--- src/rtl/bcd_to_binary_seq_pkg.sv ---
// bcd_to_binary_seq_pkg: shared constants for the BCD <-> binary conversion paths.  Rev 1.0
`default_nettype none

package bcd_to_binary_seq_pkg;

  localparam int DEF_DIGITS = 5;
  localparam int DEF_BIN_W  = 16;
  localparam int DEF_ITERS  = 17;

  localparam logic [3:0] BCD_DIGIT_MAX   = 4'd9;
  localparam logic [3:0] BCD_CORR_THRESH = 4'd8;
  localparam logic [3:0] BCD_CORR_OFFSET = 4'd3;

  typedef enum logic [1:0] {
    ST_IDLE  = 2'd0,
    ST_SHIFT = 2'd1,
    ST_DONE  = 2'd2
  } state_t;

  function automatic logic digit_invalid(input logic [3:0] d);
    return d > BCD_DIGIT_MAX;
  endfunction

endpackage

`default_nettype wire

--- src/rtl/bcd_to_binary_seq_digit_correct.sv ---
// bcd_digit_correct: reverse double-dabble digit fixup, subtracts 3 from digits >= 8.  Rev 1.0
`default_nettype none

module bcd_digit_correct
  import bcd_to_binary_seq_pkg::*;
(
  input  logic [3:0] i_digit,
  output logic [3:0] o_digit
);

  assign o_digit = (i_digit >= BCD_CORR_THRESH) ? (i_digit - BCD_CORR_OFFSET) : i_digit;

endmodule

`default_nettype wire

--- src/rtl/bcd_to_binary_seq.sv ---
// bcd_to_binary_seq: sequential packed-BCD to binary converter (reverse double-dabble).  Rev 1.0
// Option: define BCD_TO_BINARY_SATURATE_EN to clamp overflowing results to all ones.
`default_nettype none

module bcd_to_binary_seq
  import bcd_to_binary_seq_pkg::*;
#(
  parameter int DIGITS = DEF_DIGITS,
  parameter int BIN_W  = DEF_BIN_W,
  parameter int ITERS  = DEF_ITERS
) (
  input  logic                  clk,
  input  logic                  rst,
  input  logic                  start,
  input  logic [4*DIGITS-1:0]   bcd_in,
  output logic                  busy,
  output logic                  done_tick,
  output logic [BIN_W-1:0]      bin_out,
  output logic                  overflow,
  output logic                  invalid
);

  localparam int BCD_W  = 4 * DIGITS;
  localparam int WORK_W = BCD_W + ITERS;
  localparam int CNT_W  = $clog2(ITERS + 1);

  state_t               r_state;
  logic [WORK_W-1:0]    r_work;
  logic [CNT_W-1:0]     r_cnt;
  logic                 r_pend_inv;
  logic                 r_busy;
  logic                 r_done;
  logic [BIN_W-1:0]     r_bin;
  logic                 r_ovf;
  logic                 r_inv;

  logic [WORK_W-1:0]    w_shifted;
  logic [BCD_W-1:0]     w_bcd_corr;
  logic [WORK_W-1:0]    w_work_next;
  logic [DIGITS-1:0]    w_dig_bad;
  logic                 w_in_invalid;
  logic                 w_ovf;
  logic [BIN_W-1:0]     w_acc_bin;
  logic [BIN_W-1:0]     w_bin_res;

  assign w_shifted = r_work >> 1;

  for (genvar gi = 0; gi < DIGITS; gi++) begin : g_digit
    bcd_digit_correct u_corr (
      .i_digit (w_shifted[ITERS + 4*gi +: 4]),
      .o_digit (w_bcd_corr[4*gi +: 4])
    );
    assign w_dig_bad[gi] = digit_invalid(bcd_in[4*gi +: 4]);
  end

  assign w_work_next  = {w_bcd_corr, w_shifted[ITERS-1:0]};
  assign w_in_invalid = |w_dig_bad;

  // The accumulator holds the finished binary value in its low ITERS bits.
  if (ITERS > BIN_W) begin : g_acc_wide
    assign w_ovf     = |r_work[ITERS-1:BIN_W];
    assign w_acc_bin = r_work[BIN_W-1:0];
  end else begin : g_acc_narrow
    assign w_ovf     = 1'b0;
    assign w_acc_bin = BIN_W'(r_work[ITERS-1:0]);
  end

`ifdef BCD_TO_BINARY_SATURATE_EN
  assign w_bin_res = w_ovf ? {BIN_W{1'b1}} : w_acc_bin;
`else
  assign w_bin_res = w_acc_bin;
`endif

  always_ff @(posedge clk) begin
    if (!rst) begin
      r_state    <= ST_IDLE;
      r_work     <= '0;
      r_cnt      <= '0;
      r_pend_inv <= 1'b0;
      r_busy     <= 1'b0;
      r_done     <= 1'b0;
      r_bin      <= '0;
      r_ovf      <= 1'b0;
      r_inv      <= 1'b0;
    end else begin
      // busy trails the state by one cycle so it covers the done_tick cycle.
      r_busy <= (r_state != ST_IDLE);
      r_done <= 1'b0;
      case (r_state)
        ST_IDLE: begin
          if (start) begin
            r_ovf <= 1'b0;
            r_inv <= 1'b0;
            r_cnt <= '0;
            if (w_in_invalid) begin
              r_pend_inv <= 1'b1;
              r_work     <= '0;
              r_state    <= ST_DONE;
            end else begin
              r_pend_inv <= 1'b0;
              r_work     <= {bcd_in, {ITERS{1'b0}}};
              r_state    <= ST_SHIFT;
            end
          end
        end
        ST_SHIFT: begin
          r_work <= w_work_next;
          r_cnt  <= r_cnt + CNT_W'(1);
          if (r_cnt == CNT_W'(ITERS - 1)) begin
            r_state <= ST_DONE;
          end
        end
        ST_DONE: begin
          r_done  <= 1'b1;
          r_inv   <= r_pend_inv;
          r_bin   <= r_pend_inv ? '0 : w_bin_res;
          r_ovf   <= r_pend_inv ? 1'b0 : w_ovf;
          r_state <= ST_IDLE;
        end
        default: begin
          r_state <= ST_IDLE;
        end
      endcase
    end
  end

  assign busy      = r_busy;
  assign done_tick = r_done;
  assign bin_out   = r_bin;
  assign overflow  = r_ovf;
  assign invalid   = r_inv;

endmodule

`default_nettype wire

--- config.mk ---
export PLATFORM = sky130hd
export DESIGN_NAME = bcd_to_binary_seq
export DESIGN_NICKNAME = d
export VERILOG_FILES = /design/src/rtl/bcd_to_binary_seq_pkg.sv /design/src/rtl/bcd_to_binary_seq_digit_correct.sv /design/src/rtl/bcd_to_binary_seq.sv
export SDC_FILE = /design/constraint.sdc
export NUM_CORES = 1
export LEC_CHECK = 0
export CAP_MARGIN = 20
export CORE_MARGIN = 10
export CORE_UTILIZATION = 51
export CTS_BUF_LIST = sky130_fd_sc_hd__clkbuf_8
export CTS_CLUSTER_DIAMETER = 50
export CTS_CLUSTER_SIZE = 25
export DETAILED_ROUTE_END_ITERATION = 7
export PLACE_DENSITY = 0.86
export SYNTH_ARGS = -nofsm -noshare
export SYNTH_HDL_FRONTEND = slang
export SYNTH_SLANG_ARGS = --single-unit
--- constraint.sdc ---
create_clock -name clk -period 1.3 [get_ports clk]
set_input_delay 0.26 -clock clk [delete_from_list [all_inputs] [get_ports clk]]
set_output_delay 0.26 -clock clk [all_outputs]
set_load 0.005 [all_outputs]
======== Word level (Yosys, flattened, before mapping) ========
Cells that the tools add are included.
operators by class
  $add $sub $neg .......................... 6
  order comparisons ....................... 10
  equal/unequal tests ..................... 5
  muxes and demuxes ....................... 21
  reduce and logical (&&, ||, !) cells .... 9
operators by type and width
  operator                                              number
  two-way mux 37 bit                                    2
  one-hot mux 37 bit (2 select lines)                   1
  greater-than comparator 4 bit, second input constant  5
  two-way mux 4 bit                                     5
  >= comparator 4 bit, second input constant            4
  two-way mux 16 bit                                    1
  subtractor 4 x 2 -> 4 bit, second input constant      4
  one-hot mux 5 bit (2 select lines)                    1
  AND reduction 2 bit                                   4
  two-way mux 2 bit                                     3
  nonzero test 2 bit                                    3
  adder 5 x 1 -> 5 bit, second input constant           1
  == test 5 bit, second input constant                  1
  two-way mux 5 bit                                     1
  OR reduction 5 bit                                    1
  >= comparator 3 x 4 -> 1 bit, second input constant   1
  two-way mux 1 bit                                     4
  inequality test 2 bit, second input constant          2
  one-hot mux 1 bit (2 select lines)                    2
  one-hot mux 2 bit (2 select lines)                    1
  subtractor 3 x 2 -> 4 bit, second input constant      1
  == test 2 x 1 -> 1 bit, second input constant         1
  == test 2 bit, second input constant                  1
  zero test 2 bit                                       1
word-level totals
  register bits ........................... 65
  input port bits ......................... 23
  output and inout port bits .............. 20
  word-level logic and storage cells ...... 60

======== Depth between registers and ports, before layout ========
Gate-level depths: netlist (run 1).
  depth in word-level cells ............... 5
  depth in mapped cells ................... 7
  gate-level depth less buffers ........... 6

======== Cells and area by module ========
A second synthesis (run 1) with hierarchy kept.
second synthesis, totals
  cell total of the unflattened synthesis .. 345
  area, all modules ....................... 2965.3 um2
by module, submodules not included
  module             instances  cells each  area each (um2)  seq. area each (um2)
  bcd_to_binary_seq  1          290         2583.7           1301.2
  bcd_digit_correct  5          11          76.3             0.0

======== Worst setup path before layout (run 1) ========
OpenSTA, ideal clock, no wires.
  kind .................................... reg-to-reg
  start point ............................. register r_state[0]
  end point ............................... register r_work[0]
  arrival ................................. 1.106 ns
  setup slack ............................. 0.067 ns
  cell stages (with the launch flop) ...... 7
  buffers on the path ..................... 3
  path through ............................ dfxtp_1 buf_4 and2b_1 buf_4 buf_2 a22oi_1 nor2_1
on the way
  cells in the longest elaborated chain, start to end .. 3
RTL lines
  item                                                                          RTL line                  text
  start: declaration                                                            bcd_to_binary_seq.sv:27   state_t r_state;
  start signal: assignment                                                      bcd_to_binary_seq.sv:76   r_state <= ST_IDLE;
  start signal: assignment                                                      bcd_to_binary_seq.sv:98   r_state <= ST_DONE;
  start signal: assignment                                                      bcd_to_binary_seq.sv:102  r_state <= ST_SHIFT;
  == test 2 x 1 -> 1 bit or zero test 2 bit (tied branches)                     bcd_to_binary_seq.sv:89   case (r_state)
  nonzero test 2 bit (no source line) or inequality test 2 bit (tied branches)  n/a
  AND reduction 2 bit (no source line)                                          n/a
  end signal: assignment                                                        bcd_to_binary_seq.sv:101  r_work <= {bcd_in, {ITERS{1'b0}}};
  end signal: assignment                                                        bcd_to_binary_seq.sv:107  r_work <= w_work_next;
  end: declaration                                                              bcd_to_binary_seq.sv:28   logic [WORK_W-1:0] r_work;
Several ways; a longest one is shown, not always the timed one.
A chain may end at the register's enable or synchronous reset.

======== Final worst setup path (run 1) ========
  start point ............................. register r_state[1]
  end point ............................... register r_work[20]
The elaborated chain is that of the path after synthesis.

==> results of run 1 <==
-- per-layer routing --
layer / global-route usage (%) / routed length, um
met1: 21.0 / 3480
met2: 29.9 / 4200
met3: 7.63 / 695
met4: 7.25 / 258
met5: 0 / 0
-- power by group --
group          switching (mW)  leakage (nW)  internal, mW  total [mW]
logic                   0.392          1.03         0.356       0.748
registers              0.0656         0.532          2.06        2.12
clock network           0.824         0.102          1.00        1.82
total                    1.28          1.67          3.41        4.69
-- what timing repair did --
item,in CTS,in global routing
resized for setup,51,25
endpoints found under the setup margin,39,30
buffers inserted,0,3
pin swaps,10,15
cloned,2,2
-- flip-flops by register name (all words and copies together), names as in the netlist --
| signal | cells |
|---|---|
| bin_out | 16 |
| busy | 1 |
| done_tick | 1 |
| invalid | 1 |
| overflow | 1 |
| r_cnt | 5 |
| r_pend_inv | 1 |
| r_state | 2 |
| r_work | 37 |
-- kinds of logic (layout without fill, tap and decap cells) --
group                    count (synthesis)  after routing  synth area share, %
AO/OA/AOI/OAI                          109            109                 24.0
AND/OR/NAND/NOR                        105            105                 18.9
multiplexers                             1              1                0.337
flip-flops                              65             65                 43.8
XOR/XNOR                                 8              8                 2.36
adder cells (fa/ha/maj)                 10             10                 4.22
buffers and inverters                   38            113                 6.32
-- critical path: cells and delay by family (launching register included) --
family                 cells  cell delay [ns]
AND/OR/NAND/NOR            2             0.44
flip-flops                 1             0.34
AO/OA/AOI/OAI              2             0.28
buffers and inverters      1             0.19
-- layout by cell type (no fill, tap or decap), drive strengths merged, types with 5 or more instances in the layout --
master         netlist  routed
dfxtp               65      65
o21ai               24      24
nand2b               6       6
nor3b               19      19
clkdlybuf4s50        0      10
nand4               18      18
inv                 10      11
a22oi               18      18
ha                  10      10
nand3                5       5
nor2                41      41
a21oi               46      46
a221oi               8       8
nand2                7       7
dlygate4sd2          0      32
a31oi                5       5
clkbuf               9      13
buf                 18      42
-- cell type report --
type	count	share of cell area (%)
well taps	72	2.20
flip-flops and latches	65	32.1
clock inverters	5	1.53
inverters	11	1.01
repair buffers	86	21.1
multi-input cells	233	38.4
clock buffers	11	3.69
-- stage by stage --
stage	hold WS, ns	instances
2_1_floorplan	0.398	336
3_3_place_gp	0.458	461
3_5_place_dp	0.474	461
4_1_cts	0.318	479
5_1_grt	0.339	483
6_report	0.340	483
-- worst paths after layout --
check | startpoint | end | slack (ns) | depth (start not counted)
worst min register to register | bin_out[6] | bin_out[6] | 0.48 | 2
worst max-delay path | r_state[1] | r_work[20] | -0.02 | 5
worst max register to register | r_state[1] | r_work[20] | -0.02 | 5
worst min-delay path | bcd_in[6] | r_work[23] | 0.34 | 3
==> results.yml, run 1 <==
sta:
  setup_viol: 2
  skew_ns: 0.00834
  relSlewSlack_pct: 77.1
  slew_viol_final: 0
  fin_setup_tns_ns: -0.0301
  hold_violations: 0
  fin_crit_sh_pct: 101
  fmax_mhz: 760
  rsz0062_at_grt: "true"
  worstMarginPinSlew_ns: 0.344
  period_minus_slack_ns: 1.32
  finalWorstSetupSlack_ns: -0.0162
floorplan:
  die_x_um: 96.3
  io_pins: 43
  start_util_pct: 53.2
  core_um2: 5570
  rows: 27
  die_y_um: 96.3
  die_area_um2: 9270
clocking:
  clock_latency_ns: 0.34
  cts.sinks: 65
  cts_buffers: 9
  clk_pin_slew_ns: 0.08
  cts_root_buffer: "clkbuf_8"
  cts_tree: "built"
  ctsHoldBuffers: 0
  htree_levels: 3
  clockBufferDepth: 2
setup_path:
  crit_path_cell_trace: "and2b_2 > buf_4 > nor3_2 > a31oi_1 > a21oi_1"
  worstSetupEndpointType: "flop"
  start_kind: "flop"
  cp_data_arrival_time_ns: 1.60
  slowest_stage: "dfxtp_2"
  crit_path_max_fanout: 8
  max_stage_delay_ns: 0.34
  path_class: "reg -> reg"
  cp_data_required_time_ns: 1.58
power_and_ir_drop:
  cellPowerDensity_nw_per_um2: 1140
  p_leak_nw: 1.67
  power.total_mw: 4.69
  vdd.ir_drop.worst_v: 0.00109
synthesis:
  synth_area_um2: 2970
  yosys-top-cells-area: "dfxtp_1 (44%), a21oi_1 (7.8%), nor2_1 (5.2%), nor3b_1 (4.8%), a22oi_1 (4.6%)"
  synth_most_common_cell: "dfxtp_1"
  synth_fp_nets: 369
  yosys_most_used_dff: "dfxtp_1"
  ys_ff_latch: 65
  yosysTopAreaCell: "dfxtp_1"
  avgSynthCellArea_um2: 8.83
  synth_top_area_share_pct: 43.8
  synth_warnings: 0
  async_reset_ff_share_pct: 0
  postSynthCellCount: 336
  synth-seq-area-share_pct: 43.8
  yosysUniqueCellTypes: 35
  yosys-top-cells-count: "dfxtp_1 (65), a21oi_1 (46), nor2_1 (41)"
  synth-edff-count: 0
detailed_routing:
  post_drt_wl_per_cell_um: 17.9
  via_per_inst: 5.81
  drt-initial-drc-count: 131
  drt_first_pass_iters: 4
  ant_nets: 0
  remaining_drc_errors: 0
  num_vias: 2805
  wirelength_um: 8640
final_layout:
  final_layout_size_suffix_gt1_share_pct: 23.8
  regArea_um2: 1320
  design_area_um2: 4100
  fill_cells: 412
  final_util_pct: 73.5
  antenna_cells: 0
  syn_to_final_growth_pct: 38.1
  layout.nets: 439
  multi_input_area_um2: 1570
global_routing:
  antenna_found_initial: 0
  grt_pass1_vias: 2812
  grt_max_degree: 48
  grt-ovfl-total: 0
  grt_pass1_wl_um: 13500
  grt_usage_pct: 18.4
placement:
  gp_congestion: 0.852
  place_area_um2: 3690
  hpwl_um: 5220
  dpl_worst_slack_ns: -0.465
  portBuffers: 42
run:
  maxCapViolCount: 0
worst_hold_path:
  hold_path.class: "in -> reg"
outcome:
  status: "complete, but fails checks"
  violations: "negative setup slack"
(Power assumes the default switching activity.)
==> run 2: changes to the inputs <==
CTS_CLUSTER_SIZE = default   (was 25)
==> results of run 2 <==
Same layout as run 1: the final DEF is identical, and so are final timing and power.
==> run 3: changes to the inputs <==
CORE_ASPECT_RATIO = 2   (was default)
CORE_UTILIZATION = 50   (was 51)
PLACE_DENSITY = 0.84   (was 0.86)
==> results.yml, run 3 (same netlist as run 1, synthesis figures left out) <==
clocking:
  clock_latency_ns: 0.35
  cts_tree: "built"
  cts_root_buffer: "clkbuf_8"
  clockBufferDepth: 2
  htree_levels: 3
  cts_buffers: 9
  clk_pin_slew_ns: 0.07
  cts.sinks: 65
detailed_routing:
  wirelength_um: 8600
  post_drt_wl_per_cell_um: 18.6
  ant_nets: 0
  remaining_drc_errors: 0
  drt_first_pass_iters: 4
  drt-initial-drc-count: 205
  via_per_inst: 6.03
  num_vias: 2785
power_and_ir_drop:
  power.total_mw: 4.28
  p_leak_nw: 1.68
  cellPowerDensity_nw_per_um2: 1060
  vdd.ir_drop.worst_v: 0.000976
placement:
  place_area_um2: 3600
  dpl_worst_slack_ns: -0.472
  portBuffers: 42
  gp_congestion: 0.818
  hpwl_um: 5260
final_layout:
  top_register: "r_work"
  layout.nets: 430
  design_area_um2: 4030
  layout_commonest_cell: "dfxtp_1"
  antenna_cells: 0
  fill_cells: 442
  final_layout_size_suffix_gt1_share_pct: 24.9
  syn_to_final_growth_pct: 35.8
  largest_register_ffs: 37
  layout_common_cells: "dfxtp_1 (55), a21oi_1 (44), nor2_1 (41)"
  final_util_pct: 70.0
setup_path:
  worstSetupEndpointType: "flop"
  crit_start: "r_state[0]"
  cp_data_arrival_time_ns: 1.55
  crit_path_cell_trace: "buf_4 > o21ba_2 > buf_4 > o21ai_0 > a21oi_1"
  cp_common_cell: "buf_4"
  path_class: "reg -> reg"
  slowest_stage: "dfxtp_4"
  start_kind: "flop"
  crit_path_max_fanout: 7
  r2r_slack_ns: -0.02
  cp_data_required_time_ns: 1.54
  setup.worst_path.end: "r_work[33]"
  r2r-start: "r_state[0]"
  reg2reg_to: "r_work[33]"
  max_stage_delay_ns: 0.38
  reg2reg_depth: 5
sta:
  fmax_mhz: 760
  hold_violations: 0
  period_minus_slack_ns: 1.32
  worstMarginPinSlew_ns: 0.274
  finalWorstSetupSlack_ns: -0.0157
  rsz0062_at_grt: "true"
  setup_viol: 3
  fin_crit_sh_pct: 101
  skew_ns: 0.0107
  slew_viol_final: 0
  relSlewSlack_pct: 81.7
  fin_setup_tns_ns: -0.0316
run:
  maxCapViolCount: 0
floorplan:
  io_pins: 43
  die_area_um2: 9600
  die_y_um: 129
  start_util_pct: 51.5
  rows: 39
  core_um2: 5760
  die_x_um: 74.5
global_routing:
  grt_usage_pct: 16.8
  grt-ovfl-total: 0
  grt_pass1_wl_um: 12700
  grt_max_degree: 52
  grt_pass1_vias: 2725
  antenna_found_initial: 0
outcome:
  violations: "negative setup slack"
  status: "complete, but fails checks"
worst_hold_path:
  hold_path.class: "in -> reg"
==> run 3: changes by cell type in the layout (fill, tap and decap cells not counted), moves of 4 or more <==
cell            previous run  this run
a21oi_1                   40        44
a22oi_1                   18        10
a22oi_2                    0         8
buf_4                     31        23
clkinv_2                   0         4
dlygate4sd2_1             32        23
dlymetal6s2s_1             0         9
==> run 3: per-layer routing <==
layer,share of wire [%],track usage (%)
met3,5.3,5.54
met1,37,17.3
met2,54,28.9
met4,3.0,8.63
met5,0,0
==> run 3: worst min-delay path by stage <==
stage,endpoint,cells past startpoint,slack [ns],from
floorplan,r_work[17],2,0.40,rst
CTS,r_work[30],3,0.32,bcd_in[13]
finish,r_work[27],3,0.25,bcd_in[10]
global route,r_work[32],3,0.25,bcd_in[15]
global placement,r_work[36],2,0.46,r_work[36]
detailed placement,r_work[36],2,0.47,r_work[36]
==> run 3: timing repair <==
action,CTS,global route
cloned,1,3
pin swaps,2,18
setup endpoints to repair,36,28
gates resized for setup,35,53
buffers inserted,0,5
hold buffers,0,0
==> run 3: power breakdown <==
| part | internal [mW] | leakage (nW) | switching, mW |
|---|---|---|---|
| sequential | 2.05 | 0.533 | 0.0633 |
| combinational | 0.328 | 1.05 | 0.375 |
| clock | 0.711 | 0.0929 | 0.749 |
==> run 3: final cells by class <==
type | count | area (um^2) | area share, %
Tap cell | 61 | 76.3 | 1.89
Clock inverter | 5 | 23.8 | 0.590
Timing Repair Buffer | 77 | 821 | 20.4
Multi-Input combinational cell | 233 | 1610 | 39.9
Sequential cell | 65 | 1320 | 32.8
Inverter | 11 | 41.3 | 1.02
Clock buffer | 10 | 138 | 3.42
==> run 3: worst max-delay path, delay by kind of cell, from the launching register on <==
kind            cells  cell delay (ns)
compound gates      3             0.51
buf+inv             2             0.31
flops               1             0.38
==> run 3: through the flow <==
stage / cells / hold WS (ns)
global route: 462 / 0.251
CTS: 455 / 0.323
global placement: 439 / 0.456
finish: 462 / 0.245
floorplan: 336 / 0.398
detailed placement: 439 / 0.470
